==> config.mk <==
export PLATFORM = sky130hd
export DESIGN_NAME = tl_a_arbiter_2to1
export DESIGN_NICKNAME = d
export VERILOG_FILES = /design/src/rtl/tl_pkg.sv /design/src/rtl/tl_d_demux2.sv /design/src/rtl/tl_a_arbiter_2to1.sv
export SDC_FILE = /design/constraint.sdc
export NUM_CORES = 1
export LEC_CHECK = 0
export ABC_AREA = 1
export BUFFER_PORTS_ARGS = -buffer_cell sky130_fd_sc_hd__buf_2
export CORE_AREA = 3 3 235 237
export DETAILED_ROUTE_END_ITERATION = 12
export DIE_AREA = 0 0 238 240
export PLACE_DENSITY = 0.3
export SYNTH_ARGS = -nofsm -noshare
export SYNTH_HDL_FRONTEND = slang
export SYNTH_HIERARCHICAL = 1
export SYNTH_SLANG_ARGS = --single-unit
==> constraint.sdc <==
create_clock -name clock -period 2.1 [get_ports clock]
set_input_delay 0.21 -clock clock [delete_from_list [all_inputs] [get_ports clock]]
set_output_delay 0.21 -clock clock [all_outputs]
set_load 0.005 [all_outputs]
==> src/rtl/tl_pkg.sv <==
// TileLink-UL shared definitions: opcodes, beat math and arbiter states.
// Imported by the A-channel arbiter and the D-channel demux.
package tl_pkg;

  localparam logic [2:0] PUT_FULL        = 3'd0;
  localparam logic [2:0] PUT_PARTIAL     = 3'd1;
  localparam logic [2:0] ARITH           = 3'd2;
  localparam logic [2:0] LOGIC           = 3'd3;
  localparam logic [2:0] GET             = 3'd4;
  localparam logic [2:0] HINT            = 3'd5;
  localparam logic [2:0] ACCESS_ACK      = 3'd0;
  localparam logic [2:0] ACCESS_ACK_DATA = 3'd1;

  typedef enum logic [1:0] {
    IDLE  = 2'd0,
    HOLD  = 2'd1,
    BURST = 2'd2
  } arb_state_t;

  // Puts, arithmetic and logical atomics carry a data payload.
  function automatic logic tl_a_has_data(input logic [2:0] opcode);
    return (opcode == PUT_FULL) || (opcode == PUT_PARTIAL) ||
           (opcode == ARITH) || (opcode == LOGIC);
  endfunction

  // Beats in an A message; dataless messages are always one beat.
  function automatic logic [4:0] tl_num_beats(
    input logic [2:0] opcode,
    input logic [2:0] size,
    input logic [2:0] log2_bytes
  );
    logic [4:0] beats;
    beats = 5'd1;
    if (tl_a_has_data(opcode) && (size > log2_bytes))
      beats = 5'd1 << (size - log2_bytes);
    return beats;
  endfunction

endpackage

==> src/rtl/tl_d_demux2.sv <==
// Stateless D-channel router: the top source bit picks the client.
// Each beat routes on its own, so multi-beat responses need no lock.
module tl_d_demux2
  import tl_pkg::*;
#(
  parameter int CSRC_BITS = 5,
  parameter int DATA_BITS = 64
) (
  input  logic                 out_d_valid,
  output logic                 out_d_ready,
  input  logic [2:0]           out_d_bits_opcode,
  input  logic [1:0]           out_d_bits_param,
  input  logic [2:0]           out_d_bits_size,
  input  logic [CSRC_BITS:0]   out_d_bits_source,
  input  logic                 out_d_bits_sink,
  input  logic                 out_d_bits_denied,
  input  logic [DATA_BITS-1:0] out_d_bits_data,
  input  logic                 out_d_bits_corrupt,

  input  logic                 in0_d_ready,
  output logic                 in0_d_valid,
  output logic [2:0]           in0_d_bits_opcode,
  output logic [1:0]           in0_d_bits_param,
  output logic [2:0]           in0_d_bits_size,
  output logic [CSRC_BITS-1:0] in0_d_bits_source,
  output logic                 in0_d_bits_sink,
  output logic                 in0_d_bits_denied,
  output logic [DATA_BITS-1:0] in0_d_bits_data,
  output logic                 in0_d_bits_corrupt,

  input  logic                 in1_d_ready,
  output logic                 in1_d_valid,
  output logic [2:0]           in1_d_bits_opcode,
  output logic [1:0]           in1_d_bits_param,
  output logic [2:0]           in1_d_bits_size,
  output logic [CSRC_BITS-1:0] in1_d_bits_source,
  output logic                 in1_d_bits_sink,
  output logic                 in1_d_bits_denied,
  output logic [DATA_BITS-1:0] in1_d_bits_data,
  output logic                 in1_d_bits_corrupt
);

  logic idx;

  assign idx = out_d_bits_source[CSRC_BITS];

  // Steer valid to the addressed client and take ready from it.
  always_comb begin
    in0_d_valid = out_d_valid & ~idx;
    in1_d_valid = out_d_valid & idx;
    out_d_ready = idx ? in1_d_ready : in0_d_ready;
  end

  assign in0_d_bits_opcode  = out_d_bits_opcode;
  assign in0_d_bits_param   = out_d_bits_param;
  assign in0_d_bits_size    = out_d_bits_size;
  assign in0_d_bits_source  = out_d_bits_source[CSRC_BITS-1:0];
  assign in0_d_bits_sink    = out_d_bits_sink;
  assign in0_d_bits_denied  = out_d_bits_denied;
  assign in0_d_bits_data    = out_d_bits_data;
  assign in0_d_bits_corrupt = out_d_bits_corrupt;

  assign in1_d_bits_opcode  = out_d_bits_opcode;
  assign in1_d_bits_param   = out_d_bits_param;
  assign in1_d_bits_size    = out_d_bits_size;
  assign in1_d_bits_source  = out_d_bits_source[CSRC_BITS-1:0];
  assign in1_d_bits_sink    = out_d_bits_sink;
  assign in1_d_bits_denied  = out_d_bits_denied;
  assign in1_d_bits_data    = out_d_bits_data;
  assign in1_d_bits_corrupt = out_d_bits_corrupt;

endmodule

==> src/rtl/tl_a_arbiter_2to1.sv <==
// Two-client TileLink-UL arbiter onto one manager port.
// Round-robin A grant with hold/burst locking; D routed by source MSB.
module tl_a_arbiter_2to1
  import tl_pkg::*;
#(
  parameter int DATA_BYTES = 8,
  parameter int CSRC_BITS  = 5,
  parameter int ADDR_BITS  = 32
) (
  input  logic                    clock,
  input  logic                    reset,

  input  logic                    in0_a_valid,
  output logic                    in0_a_ready,
  input  logic [2:0]              in0_a_bits_opcode,
  input  logic [2:0]              in0_a_bits_param,
  input  logic [2:0]              in0_a_bits_size,
  input  logic [CSRC_BITS-1:0]    in0_a_bits_source,
  input  logic [ADDR_BITS-1:0]    in0_a_bits_address,
  input  logic [DATA_BYTES-1:0]   in0_a_bits_mask,
  input  logic [DATA_BYTES*8-1:0] in0_a_bits_data,
  input  logic                    in0_a_bits_corrupt,

  input  logic                    in1_a_valid,
  output logic                    in1_a_ready,
  input  logic [2:0]              in1_a_bits_opcode,
  input  logic [2:0]              in1_a_bits_param,
  input  logic [2:0]              in1_a_bits_size,
  input  logic [CSRC_BITS-1:0]    in1_a_bits_source,
  input  logic [ADDR_BITS-1:0]    in1_a_bits_address,
  input  logic [DATA_BYTES-1:0]   in1_a_bits_mask,
  input  logic [DATA_BYTES*8-1:0] in1_a_bits_data,
  input  logic                    in1_a_bits_corrupt,

  output logic                    out_a_valid,
  input  logic                    out_a_ready,
  output logic [2:0]              out_a_bits_opcode,
  output logic [2:0]              out_a_bits_param,
  output logic [2:0]              out_a_bits_size,
  output logic [CSRC_BITS:0]      out_a_bits_source,
  output logic [ADDR_BITS-1:0]    out_a_bits_address,
  output logic [DATA_BYTES-1:0]   out_a_bits_mask,
  output logic [DATA_BYTES*8-1:0] out_a_bits_data,
  output logic                    out_a_bits_corrupt,

  input  logic                    in0_d_ready,
  output logic                    in0_d_valid,
  output logic [2:0]              in0_d_bits_opcode,
  output logic [1:0]              in0_d_bits_param,
  output logic [2:0]              in0_d_bits_size,
  output logic [CSRC_BITS-1:0]    in0_d_bits_source,
  output logic                    in0_d_bits_sink,
  output logic                    in0_d_bits_denied,
  output logic [DATA_BYTES*8-1:0] in0_d_bits_data,
  output logic                    in0_d_bits_corrupt,

  input  logic                    in1_d_ready,
  output logic                    in1_d_valid,
  output logic [2:0]              in1_d_bits_opcode,
  output logic [1:0]              in1_d_bits_param,
  output logic [2:0]              in1_d_bits_size,
  output logic [CSRC_BITS-1:0]    in1_d_bits_source,
  output logic                    in1_d_bits_sink,
  output logic                    in1_d_bits_denied,
  output logic [DATA_BYTES*8-1:0] in1_d_bits_data,
  output logic                    in1_d_bits_corrupt,

  input  logic                    out_d_valid,
  output logic                    out_d_ready,
  input  logic [2:0]              out_d_bits_opcode,
  input  logic [1:0]              out_d_bits_param,
  input  logic [2:0]              out_d_bits_size,
  input  logic [CSRC_BITS:0]      out_d_bits_source,
  input  logic                    out_d_bits_sink,
  input  logic                    out_d_bits_denied,
  input  logic [DATA_BYTES*8-1:0] out_d_bits_data,
  input  logic                    out_d_bits_corrupt
);

  localparam int         LOG2_BYTES = $clog2(DATA_BYTES);
  localparam logic [2:0] LOG2_B3    = 3'(LOG2_BYTES);

  arb_state_t state, state_n;
  logic       rr, rr_n;
  logic       owner, owner_n;
  logic [3:0] beat_cnt, beat_cnt_n;

  logic       grant;
  logic       sel_valid;
  logic       fire;
  logic [4:0] beats;

  // Pick the client driving the manager port this cycle.
  always_comb begin
    grant = rr;
    unique case (state)
      IDLE: begin
        if (in0_a_valid && !in1_a_valid)
          grant = 1'b0;
        else if (in1_a_valid && !in0_a_valid)
          grant = 1'b1;
        else
          grant = rr;
      end
      HOLD, BURST: grant = owner;
      default:     grant = rr;
    endcase
  end

  // Steer the grantee's A fields and handshake onto the manager port.
  always_comb begin
    sel_valid          = grant ? in1_a_valid : in0_a_valid;
    out_a_valid        = sel_valid & ~reset;
    in0_a_ready        = ~reset & ~grant & out_a_ready;
    in1_a_ready        = ~reset & grant & out_a_ready;
    out_a_bits_opcode  = grant ? in1_a_bits_opcode : in0_a_bits_opcode;
    out_a_bits_param   = grant ? in1_a_bits_param : in0_a_bits_param;
    out_a_bits_size    = grant ? in1_a_bits_size : in0_a_bits_size;
    out_a_bits_source  = grant ? {1'b1, in1_a_bits_source}
                               : {1'b0, in0_a_bits_source};
    out_a_bits_address = grant ? in1_a_bits_address : in0_a_bits_address;
    out_a_bits_mask    = grant ? in1_a_bits_mask : in0_a_bits_mask;
    out_a_bits_data    = grant ? in1_a_bits_data : in0_a_bits_data;
    out_a_bits_corrupt = grant ? in1_a_bits_corrupt : in0_a_bits_corrupt;
  end

  assign fire  = out_a_valid & out_a_ready;
  assign beats = tl_num_beats(out_a_bits_opcode, out_a_bits_size, LOG2_B3);

  // Next-state logic; beat_cnt holds the beats still owed after a fire.
  always_comb begin
    state_n    = state;
    rr_n       = rr;
    owner_n    = owner;
    beat_cnt_n = beat_cnt;
    unique case (state)
      IDLE, HOLD: begin
        if (fire) begin
          if (beats != 5'd1) begin
            owner_n    = grant;
            beat_cnt_n = 4'(beats - 5'd1);
            state_n    = BURST;
          end else begin
            rr_n    = ~grant;
            state_n = IDLE;
          end
        end else if (sel_valid) begin
          owner_n = grant;
          state_n = HOLD;
        end else begin
          state_n = IDLE;
        end
      end
      BURST: begin
        if (fire) begin
          if (beat_cnt == 4'd1) begin
            beat_cnt_n = 4'd0;
            rr_n       = ~owner;
            state_n    = IDLE;
          end else begin
            beat_cnt_n = beat_cnt - 4'd1;
          end
        end
      end
      default: state_n = IDLE;
    endcase
  end

  // Arbiter state register.
  always_ff @(posedge clock or posedge reset) begin
    if (reset) begin
      state    <= IDLE;
      rr       <= 1'b0;
      owner    <= 1'b0;
      beat_cnt <= 4'd0;
    end else begin
      state    <= state_n;
      rr       <= rr_n;
      owner    <= owner_n;
      beat_cnt <= beat_cnt_n;
    end
  end

  tl_d_demux2 #(
    .CSRC_BITS (CSRC_BITS),
    .DATA_BITS (DATA_BYTES*8)
  ) u_d_demux (
    .out_d_valid        (out_d_valid),
    .out_d_ready        (out_d_ready),
    .out_d_bits_opcode  (out_d_bits_opcode),
    .out_d_bits_param   (out_d_bits_param),
    .out_d_bits_size    (out_d_bits_size),
    .out_d_bits_source  (out_d_bits_source),
    .out_d_bits_sink    (out_d_bits_sink),
    .out_d_bits_denied  (out_d_bits_denied),
    .out_d_bits_data    (out_d_bits_data),
    .out_d_bits_corrupt (out_d_bits_corrupt),
    .in0_d_ready        (in0_d_ready),
    .in0_d_valid        (in0_d_valid),
    .in0_d_bits_opcode  (in0_d_bits_opcode),
    .in0_d_bits_param   (in0_d_bits_param),
    .in0_d_bits_size    (in0_d_bits_size),
    .in0_d_bits_source  (in0_d_bits_source),
    .in0_d_bits_sink    (in0_d_bits_sink),
    .in0_d_bits_denied  (in0_d_bits_denied),
    .in0_d_bits_data    (in0_d_bits_data),
    .in0_d_bits_corrupt (in0_d_bits_corrupt),
    .in1_d_ready        (in1_d_ready),
    .in1_d_valid        (in1_d_valid),
    .in1_d_bits_opcode  (in1_d_bits_opcode),
    .in1_d_bits_param   (in1_d_bits_param),
    .in1_d_bits_size    (in1_d_bits_size),
    .in1_d_bits_source  (in1_d_bits_source),
    .in1_d_bits_sink    (in1_d_bits_sink),
    .in1_d_bits_denied  (in1_d_bits_denied),
    .in1_d_bits_data    (in1_d_bits_data),
    .in1_d_bits_corrupt (in1_d_bits_corrupt)
  );

endmodule

==> flow_summary.ini, run 1 <==
[run_status]
outcome = complete, but fails checks
violations_in_the_final_reports = negative hold slack, negative setup slack

[drt]
drc = 0
totalWireLength_um = 27200
detail_route.wl_per_cell_um = 16.9
detailroute.via_count = 4928
postRouteAntennaNets = 0
via_density = 3.07
drt_iter0_markers = 144
drt-pass1-iter-count = 4

[clocking]
clockRootBuffer = sky130_fd_sc_hd__clkbuf_16
tritoncts_buffer_count = 3
worst_skew_pair.late_latency_ns = 0.24
clock_tree.buffer_depth = 2
tritoncts = built
clk_transition_reported_paths_ns = 0.04
clock_tree.htree_level_count = 1
numClockSinks = 8
postCtsHoldBufs = 0

[yosys]
asyncSetResetFlopFracSynth_pct = 100
syn-instance-count = 662
yosys.area.top_type = sky130_fd_sc_hd__nand2_1
mapped_cell_area_sq_mm = 0.00354
synth_seq_area_share_pct = 5.65
syn_nets = 996
count_of_flip_flops_with_a_built_in_enable_after_synthesis = 0
synth.area.top_cells = sky130_fd_sc_hd__nand2_1 (40%), sky130_fd_sc_hd__buf_4 (35%), sky130_fd_sc_hd__dfrtp_1 (5.6%), sky130_fd_sc_hd__ha_1 (2.5%), sky130_fd_sc_hd__inv_1 (2.0%)
yosysWarnings = 6
synth.ff_latch_count = 8
synthDistinctLibCells = 30
post-synth-top-area-fraction_pct = 39.8
synth_top_flop_cell = sky130_fd_sc_hd__dfrtp_1
post_synth.cell_area_avg_sq_um = 5.35

[worst_setup_path]
peak_per_stage_delay_on_the_critical_path_ns = 0.40
crit_required_ns = 1.89
crit_arrival_ns = 2.06
end_kind = output port
worst-setup-path-type = flop to output port
cp_cell_sequence = inv_2 > ha_4 > a21oi_4 > nand2_4 > nand2_8 > buf_4 > buf_12 > bufbuf_16 > nand2_1 > nand2_1 > buf_2
crit_path_max_fanout = 6
critPathMostFrequentCell = sky130_fd_sc_hd__nand2_1
worst_setup_path_start_kind = flop
slowest_stage = sky130_fd_sc_hd__dfrtp_1

[floorplanning]
die_width_um = 238
die-area_sq_mm = 0.0571
core_region_area_sq_mm = 0.0535
rows = 85
design.portCount = 613
die_height_um = 240
initial_core_util_pct = 6.63

[sta]
finalHoldWorstSlack_ns = -0.0113
timing_hold_violations_final = 8
rsz0062_at_grt = yes
setup_viol_count_final = 121
post-route-period-util_pct = 108
setup_ws_final_ns = -0.165
slew_violations = 0
worst_margin_slew_ns = 0.374
timing.max_slew.rel_slack_pct = 75.1
clock_skew_ns = 0.00121
max_freq_ghz = 0.441
timing.final.crit_period_ns = 2.27

[finish]
flow.area_growth_from_synthesis_pct = 86.8
design_area_sq_mm = 0.00662
n_antenna_cell = 0
multi_input_area_sq_mm = 0.00230
num-fill-cells = 6266
seqCellArea_sq_um = 200
layout.nets = 1247
final_layout_size_suffix_gt1_share_pct = 58.8

[global_routing]
grt.total_usage_pct = 8.60
grt_overflow = 0
antenna_found_initial = 6
maximum_number_of_pins_on_one_net_before_global_route_repair = 19
wire_length_of_the_first_global_routing_pass_um = 34700
number_of_global_route_vias_before_repair = 4742

[placement]
dpl_cell_area_sq_mm = 0.00511
buffer_ports.inserted = 372
gp_congestion = 0.839
post-place-ws_ns = -0.0655
dp_hpwl_um = 18300

[power]
worst_ir_drop_vdd_v = 0.000397
power_leakage_nw = 3.77
power_density_mw_per_mm2 = 1450
total_power_mw = 9.60

[flow_run]
cap_violations = 0

[hold_path]
hold_path_class = input port to async pin
## path summary, 6_finish.rpt
| kind | from | to | slack, ns | cells after the start |
|---|---|---|---|---|
| min in group clock | out_d_bits_denied | in0_d_bits_denied | 0.42 | 0 |
| max in group asynchronous | reset | state[1] | 1.98 | 3 |
| hold / removal | reset | beat_cnt[1] | -0.01 | 3 |
| hold reg to reg | rr | rr | 0.49 | 2 |
| setup / recovery | state[0] | out_a_bits_data[22] | -0.17 | 11 |
| setup reg to reg | state[0] | beat_cnt[1] | -0.13 | 14 |
## sequential cells by signal, summed over array words and instances (netlist names)
signal	count
beat_cnt	4
state	2
rr	1
owner	1
## synthesized netlist by cell type, types with 2 or more instances
library cell,n
sky130_fd_sc_hd__nor2_1,16
sky130_fd_sc_hd__dfrtp_1,8
sky130_fd_sc_hd__a21oi_2,2
sky130_fd_sc_hd__inv_2,2
sky130_fd_sc_hd__nand2_4,4
sky130_fd_sc_hd__ha_1,7
sky130_fd_sc_hd__o21ai_0,6
sky130_fd_sc_hd__nand2_1,376
sky130_fd_sc_hd__buf_2,13
sky130_fd_sc_hd__clkbuf_1,7
sky130_fd_sc_hd__o21ai_1,4
sky130_fd_sc_hd__nand2_2,8
sky130_fd_sc_hd__nand3b_1,2
sky130_fd_sc_hd__inv_1,19
sky130_fd_sc_hd__nand3_1,9
sky130_fd_sc_hd__buf_6,3
sky130_fd_sc_hd__buf_4,163
## kinds of logic (layout without fill, tap and decap cells)
logic type / after synthesis / count (layout) / synth area share (%)
buf+inv: 208 / 457 / 40.5
simple gates: 420 / 420 / 48.0
xor+xnor: 2 / 2 / 0.494
flops: 8 / 8 / 5.65
fa+ha+maj: 7 / 7 / 2.47
compound gates: 17 / 17 / 2.89
## cells in the final DEF (no fill, tap or decap), types with 2 or more instances in the layout
master                      synthesis  routed
sky130_fd_sc_hd__nand2_8            1       3
sky130_fd_sc_hd__nand3b_1           2       2
sky130_fd_sc_hd__buf_2             13     358
sky130_fd_sc_hd__nand3_2            1       2
sky130_fd_sc_hd__nand2_4            4      29
sky130_fd_sc_hd__dfrtp_1            8       8
sky130_fd_sc_hd__buf_6              3      15
sky130_fd_sc_hd__a21oi_2            2       2
sky130_fd_sc_hd__o21ai_2            1       2
sky130_fd_sc_hd__nor2_1            16      12
sky130_fd_sc_hd__buf_16             0      22
sky130_fd_sc_hd__clkbuf_16          0       6
sky130_fd_sc_hd__buf_12             0      12
sky130_fd_sc_hd__inv_1             19      15
sky130_fd_sc_hd__nand2_1          376     312
sky130_fd_sc_hd__ha_1               7       6
sky130_fd_sc_hd__o21ai_1            4       4
sky130_fd_sc_hd__nor2_2             0       3
sky130_fd_sc_hd__buf_4            163      21
sky130_fd_sc_hd__inv_4              1       2
sky130_fd_sc_hd__o21ai_0            6       4
sky130_fd_sc_hd__nand2_2            8      45
sky130_fd_sc_hd__nand3_1            9       7
sky130_fd_sc_hd__inv_2              2       4
## layer usage
metal | share of wire [%] | global-route usage [%] | vias up
li1 | - | - | 2334
met1 | 34 | 8.69 | 2126
met2 | 50 | 15.6 | 414
met3 | 11 | 3.72 | 48
met4 | 4.7 | 3.48 | 6
met5 | 0.13 | 0 | -
## stage by stage
stage	hold WS (ns)	TNS, ns	instances	utilization, %
2_1_floorplan	0.0337	0	662	-
3_5_place_dp	0.251	-0.638	1559	9.55
5_1_grt	0.0313	-26.53	1607	12.4
6_report	-0.0113	-12.24	1607	12.4
4_1_cts	0.00452	-18.50	1601	11.7
3_3_place_gp	0.226	-2.49	1559	9.55
## what timing repair did
item                                    4_1_cts  5_1_grt
cloned                                       21        4
endpoints found under the setup margin      122      129
buffers inserted                             18        4
pin swaps                                    11       22
gates resized for setup                      98       70
## cell type report
cell class	instances	area share, %
clock buffer	3	1.13
tap	696	13.1
multi-input combinational	446	34.7
sequential	8	3.02
timing repair buffer	432	46.4
inverter	22	1.57
## power by group
group          leakage [nW]  switching [mW]  total, mW  internal, mW
clock network        0.0370          0.0824      0.329         0.246
logic                  3.64            4.56       9.00          4.44
registers             0.101          0.0569      0.276         0.219
## worst max-delay path, delay by kind of cell, from the launching register on
family / cells / cell delay [ns]
AOI/OAI and AO/OA: 1 / 0.14
adders and majority gates: 1 / 0.21
buffers and inverters: 5 / 0.78
DFF: 1 / 0.40
and+or+nand+nor: 4 / 0.26
No activity file was read; power rests on OpenSTA's default activity.
==> inputs of run 2 (changes only) <==
CORE_AREA = 2 2 241 243   (was 3 3 235 237)
DIE_AREA = 0 0 243 245   (was 0 0 238 240)
REMOVE_ABC_BUFFERS = 1   (was unset)
SKIP_LAST_GASP = 1   (was unset)
==> flow_summary.ini, run 2 (synthesis gave the netlist of run 1 again) <==
[run_status]
outcome = complete, but fails checks
violations_in_the_final_reports = negative setup slack

[worst_setup_path]
end_kind = output port
crit_path_max_fanout = 12
critPathCapture = out_a_bits_data[36]
worst_setup_path_start_kind = flop
worstReg2RegEnd = beat_cnt[1]
worstSetupPathDepth = 11
worst_path_top_cell_family_by_delay = buffers and inverters
reg2reg_from = state[0]
cp_cell_sequence = inv_2 > ha_4 > a21oi_4 > nand2_4 > nand2_8 > buf_12 > clkinv_16 > clkbuf_16 > nand2_1 > nand2_1 > buf_2
timing.critical_path.from = state[0]
peak_per_stage_delay_on_the_critical_path_ns = 0.39
slowest_stage = sky130_fd_sc_hd__dfrtp_1
worst-path-buf-inv = 5
worst-setup-path-type = flop to output port
number_of_cells_on_the_worst_reg_to_reg_path = 13
critPathMostFrequentCell = sky130_fd_sc_hd__nand2_1
crit_arrival_ns = 2.02
crit_required_ns = 1.89
setup.reg_to_reg.worst_slack_ns = -0.05

[drt]
drt_iter0_markers = 215
detail_route.wl_per_cell_um = 27.6
postRouteAntennaNets = 0
totalWireLength_um = 46000
drc = 0
drt-pass1-iter-count = 4
detailroute.via_count = 5262
via_density = 3.16

[floorplanning]
rows = 88
die_width_um = 243
initial_core_util_pct = 6.21
design.portCount = 613
die_height_um = 245
die-area_sq_mm = 0.0595
core_region_area_sq_mm = 0.0570

[clocking]
clock_tree.htree_level_count = 1
clock_tree.buffer_depth = 2
tritoncts = built
worst_skew_pair.late_latency_ns = 0.23
clk_transition_reported_paths_ns = 0.04
clockRootBuffer = sky130_fd_sc_hd__clkbuf_16
tritoncts_buffer_count = 3
numClockSinks = 8

[finish]
layout.nets = 1236
final_layout_size_suffix_gt1_share_pct = 56.6
largest_register_ffs = 4
num-fill-cells = 6842
biggestRegsByFlops = beat_cnt x4, state x2
post_layout_nonfiller_instances = 1665
final_cell_mix = sky130_fd_sc_hd__buf_2 (333), sky130_fd_sc_hd__nand2_1 (325), sky130_fd_sc_hd__nand2_4 (38), sky130_fd_sc_hd__buf_6 (38), sky130_fd_sc_hd__buf_4 (34)
final_common_cell = sky130_fd_sc_hd__buf_2
registers.top_by_ff_count = beat_cnt
n_antenna_cell = 0
flow.area_growth_from_synthesis_pct = 79.6

[global_routing]
antenna_found_initial = 0
grt_overflow = 0
wire_length_of_the_first_global_routing_pass_um = 56300
number_of_global_route_vias_before_repair = 5251
maximum_number_of_pins_on_one_net_before_global_route_repair = 25
grt.total_usage_pct = 14.7

[sta]
max_freq_ghz = 0.448
clock_skew_ns = 0.00158
timing_hold_violations_final = 0
final.setup.tns_ns = -7.21
slew_violations = 0
post-route-period-util_pct = 106
timing.final.crit_period_ns = 2.23
worst_margin_slew_ns = 0.336
setup_viol_count_final = 116
setup_ws_final_ns = -0.133
rsz0062_at_grt = yes
timing.max_slew.rel_slack_pct = 77.6

[power]
worst_ir_drop_vdd_v = 0.000611
total_power_mw = 8.37
power_leakage_nw = 3.59
power_density_mw_per_mm2 = 1310

[placement]
place_inst = 1643
gp_congestion = 0.930
dp_hpwl_um = 40100
buffer_ports.inserted = 372

[flow_run]
cap_violations = 0

[hold_path]
hold_path_class = input port to output port
[run 2: area by class of cell]
cell class | count | area (sq um) | area share (%)
Timing Repair Buffer | 420 | 2710 | 42.6
Sequential cell | 8 | 200 | 3.14
Clock buffer | 3 | 75.1 | 1.18
Timing Repair inverter | 1 | 8.76 | 0.138
Multi-Input combinational cell | 446 | 2300 | 36.1
Inverter | 22 | 114 | 1.79
Tap cell | 765 | 957 | 15.0
[run 2: stage by stage]
stage | instance area, sq um | hold WS [ns] | utilization, % | setup slack, ns
6_report | 6370 | 0.420 | 11.2 | -0.133
5_1_grt | 6370 | 0.420 | 11.2 | -0.204
4_1_cts | 6020 | 0.421 | 10.6 | -0.111
3_5_place_dp | 5320 | 0.245 | 9.32 | -0.212
3_3_place_gp | 5320 | 0.238 | 9.32 | -0.184
2_1_floorplan | 2200 | 0.0337 | - | -0.313
[run 2: worst min-delay path by stage]
stage               slack (ns)  depth (start not counted)                 start                    to
global route              0.42                          0    out_d_bits_size[0]    in1_d_bits_size[0]
finish                    0.42                          0   out_d_bits_data[36]   in0_d_bits_data[36]
global placement          0.24                          3                 reset           beat_cnt[0]
floorplan                 0.03                          1                 reset           beat_cnt[0]
detailed placement        0.25                          3                 reset           beat_cnt[0]
CTS                       0.42                          0  out_d_bits_source[2]  in1_d_bits_source[2]
[run 2: where the power goes]
| part | internal, mW | switching (mW) |
|---|---|---|
| combinational | 3.49 | 4.28 |
| sequential | 0.219 | 0.0564 |
| clock | 0.246 | 0.0775 |
[run 2: repair_timing]
action                                  in CTS  in global routing
endpoints found under the hold margin        3                  0
gates cloned                                 6                  2
setup buffers                               10                  1
gates resized for setup                    116                 78
pin swaps                                   12                 15
hold buffers                                 1                  0
endpoints found under the setup margin     127                128
[run 2: routing by layer]
metal / global-route usage (%) / wire length, um
met1: 9.92 / 11700
met2: 23.6 / 19900
met3: 19.6 / 13300
met4: 1.06 / 386
met5: 12.6 / 707
==> inputs of run 3 (changes only) <==
CTS_BUF_LIST = sky130_fd_sc_hd__clkbuf_8   (was unset)
MAX_ROUTING_LAYER = met4   (was unset)
==> flow_summary.ini, run 3 (synthesis gave the netlist of run 1 again) <==
[run_status]
outcome = complete, but fails checks
violations_in_the_final_reports = negative setup slack

[worst_setup_path]
worstReg2RegEnd = beat_cnt[1]
worst-setup-path-type = flop to output port
end_kind = output port
crit_required_ns = 1.89
worst_setup_path_start_kind = flop
reg2reg_from = state[0]
timing.critical_path.from = state[0]
setup.reg_to_reg.worst_slack_ns = -0.03
crit_path_max_fanout = 12
number_of_cells_on_the_worst_reg_to_reg_path = 13
crit_arrival_ns = 2.02

[drt]
drc = 0
drt-pass1-iter-count = 4
detailroute.via_count = 5188
totalWireLength_um = 46100
detail_route.wl_per_cell_um = 27.7
via_density = 3.12
drt_iter0_markers = 237
postRouteAntennaNets = 0

[placement]
buffer_ports.inserted = 372
dpl_cell_area_sq_mm = 0.00532
gp_congestion = 0.947
post-place-ws_ns = -0.212
place_inst = 1643
dp_hpwl_um = 40100

[clocking]
clock_tree.htree_level_count = 1
tritoncts = built
clockRootBuffer = sky130_fd_sc_hd__clkbuf_8
clock_tree.buffer_depth = 2
numClockSinks = 8
worst_skew_pair.late_latency_ns = 0.23
clk_transition_reported_paths_ns = 0.04
tritoncts_buffer_count = 3

[finish]
fin_util_pct = 11.1
final_common_cell = sky130_fd_sc_hd__buf_2
final_cell_mix = sky130_fd_sc_hd__buf_2 (333), sky130_fd_sc_hd__nand2_1 (327), sky130_fd_sc_hd__buf_6 (39)
largest_register_ffs = 4
flow.area_growth_from_synthesis_pct = 78.0
layout.nets = 1236
multi_input_area_sq_mm = 0.00228
post_layout_nonfiller_instances = 1665
design_area_sq_mm = 0.00631
num-fill-cells = 6844
n_antenna_cell = 0
seqCellArea_sq_um = 200
final_layout_size_suffix_gt1_share_pct = 56.1
registers.top_by_ff_count = beat_cnt
biggestRegsByFlops = beat_cnt x4, state x2

[sta]
timing.max_slew.rel_slack_pct = 80.0
final.setup.tns_ns = -7.71
clock_skew_ns = 0.00222
max_freq_ghz = 0.448
setup_ws_final_ns = -0.130
rsz0062_at_grt = yes
slew_violations = 0
post-route-period-util_pct = 106
timing.final.crit_period_ns = 2.23
worst_margin_slew_ns = 0.300
setup_viol_count_final = 117
timing_hold_violations_final = 0

[hold_path]
worstHoldPathCells = 0
hold_path_class = input port to output port
holdCritStartpoint = out_d_bits_source[2]
min_delay_worst_endpoint = in1_d_bits_source[2]

[floorplanning]
initial_core_util_pct = 6.21
core_region_area_sq_mm = 0.0570
design.portCount = 613
die_height_um = 245
die_width_um = 243
die-area_sq_mm = 0.0595
rows = 88

[global_routing]
maximum_number_of_pins_on_one_net_before_global_route_repair = 25
wire_length_of_the_first_global_routing_pass_um = 56200
grt.total_usage_pct = 15.2
antenna_found_initial = 0
grt_overflow = 0
number_of_global_route_vias_before_repair = 5215

[power]
power_density_mw_per_mm2 = 1310
power_leakage_nw = 3.57
worst_ir_drop_vdd_v = 0.000607

[flow_run]
cap_violations = 0
run 3: worst max-delay path, stage by stage (launching register included):
cell                        delay (ns)
sky130_fd_sc_hd__dfrtp_1          0.39
sky130_fd_sc_hd__inv_2            0.09
sky130_fd_sc_hd__ha_4             0.20
sky130_fd_sc_hd__a21oi_4          0.14
sky130_fd_sc_hd__nand2_4          0.09
sky130_fd_sc_hd__nand2_8          0.07
sky130_fd_sc_hd__buf_12           0.17
sky130_fd_sc_hd__clkinv_16        0.13
sky130_fd_sc_hd__clkbuf_16        0.20
sky130_fd_sc_hd__nand2_1          0.06
sky130_fd_sc_hd__nand2_1          0.07
sky130_fd_sc_hd__buf_2            0.14
run 3: repair_timing:
item / CTS / global route
setup buffers: 10 / 1
setup endpoints to repair: 127 / 128
hold endpoints to repair: 8 / 0
hold buffers: 1 / 0
gates resized for setup: 117 / 71
pin swaps: 12 / 11
gates cloned: 6 / 2
run 3: stage by stage:
stage | power [mW] | hold slack [ns]
floorplan | 2.67 | 0.0337
global placement | 6.09 | 0.238
detailed placement | 6.05 | 0.245
CTS | 7.89 | 0.421
global route | 9.04 | 0.420
finish | 8.24 | 0.420
run 3: how the worst max path moves through the flow:
stage,end,depth (start not counted),slack [ns]
floorplan,out_a_bits_address[0],10,-0.31
global placement,out_a_bits_data[39],11,-0.18
detailed placement,out_a_bits_data[39],11,-0.21
CTS,out_a_bits_data[35],11,-0.12
global route,out_a_bits_data[42],13,-0.21
finish,out_a_bits_data[36],11,-0.13
run 3: metal layers:
metal  global-route usage (%)  share of wire [%]
met4                    0.794               0.62
met5                        -                  0
met2                     23.8                 44
met3                     19.5                 29
met1                     11.0                 27
run 3: cell type report:
cell class | count | area share, %
clock buffers | 3 | 0.654
inverters | 22 | 1.76
multi-input cells | 446 | 36.1
well taps | 765 | 15.2
flip-flops and latches | 8 | 3.17
repair inverters | 1 | 0.139
repair buffers | 420 | 43.0
run 3: power breakdown:
part | switching [mW] | internal [mW]
sequential | 0.0555 | 0.219
clock | 0.0671 | 0.125
combinational | 4.28 | 3.49
total | 4.41 | 3.83
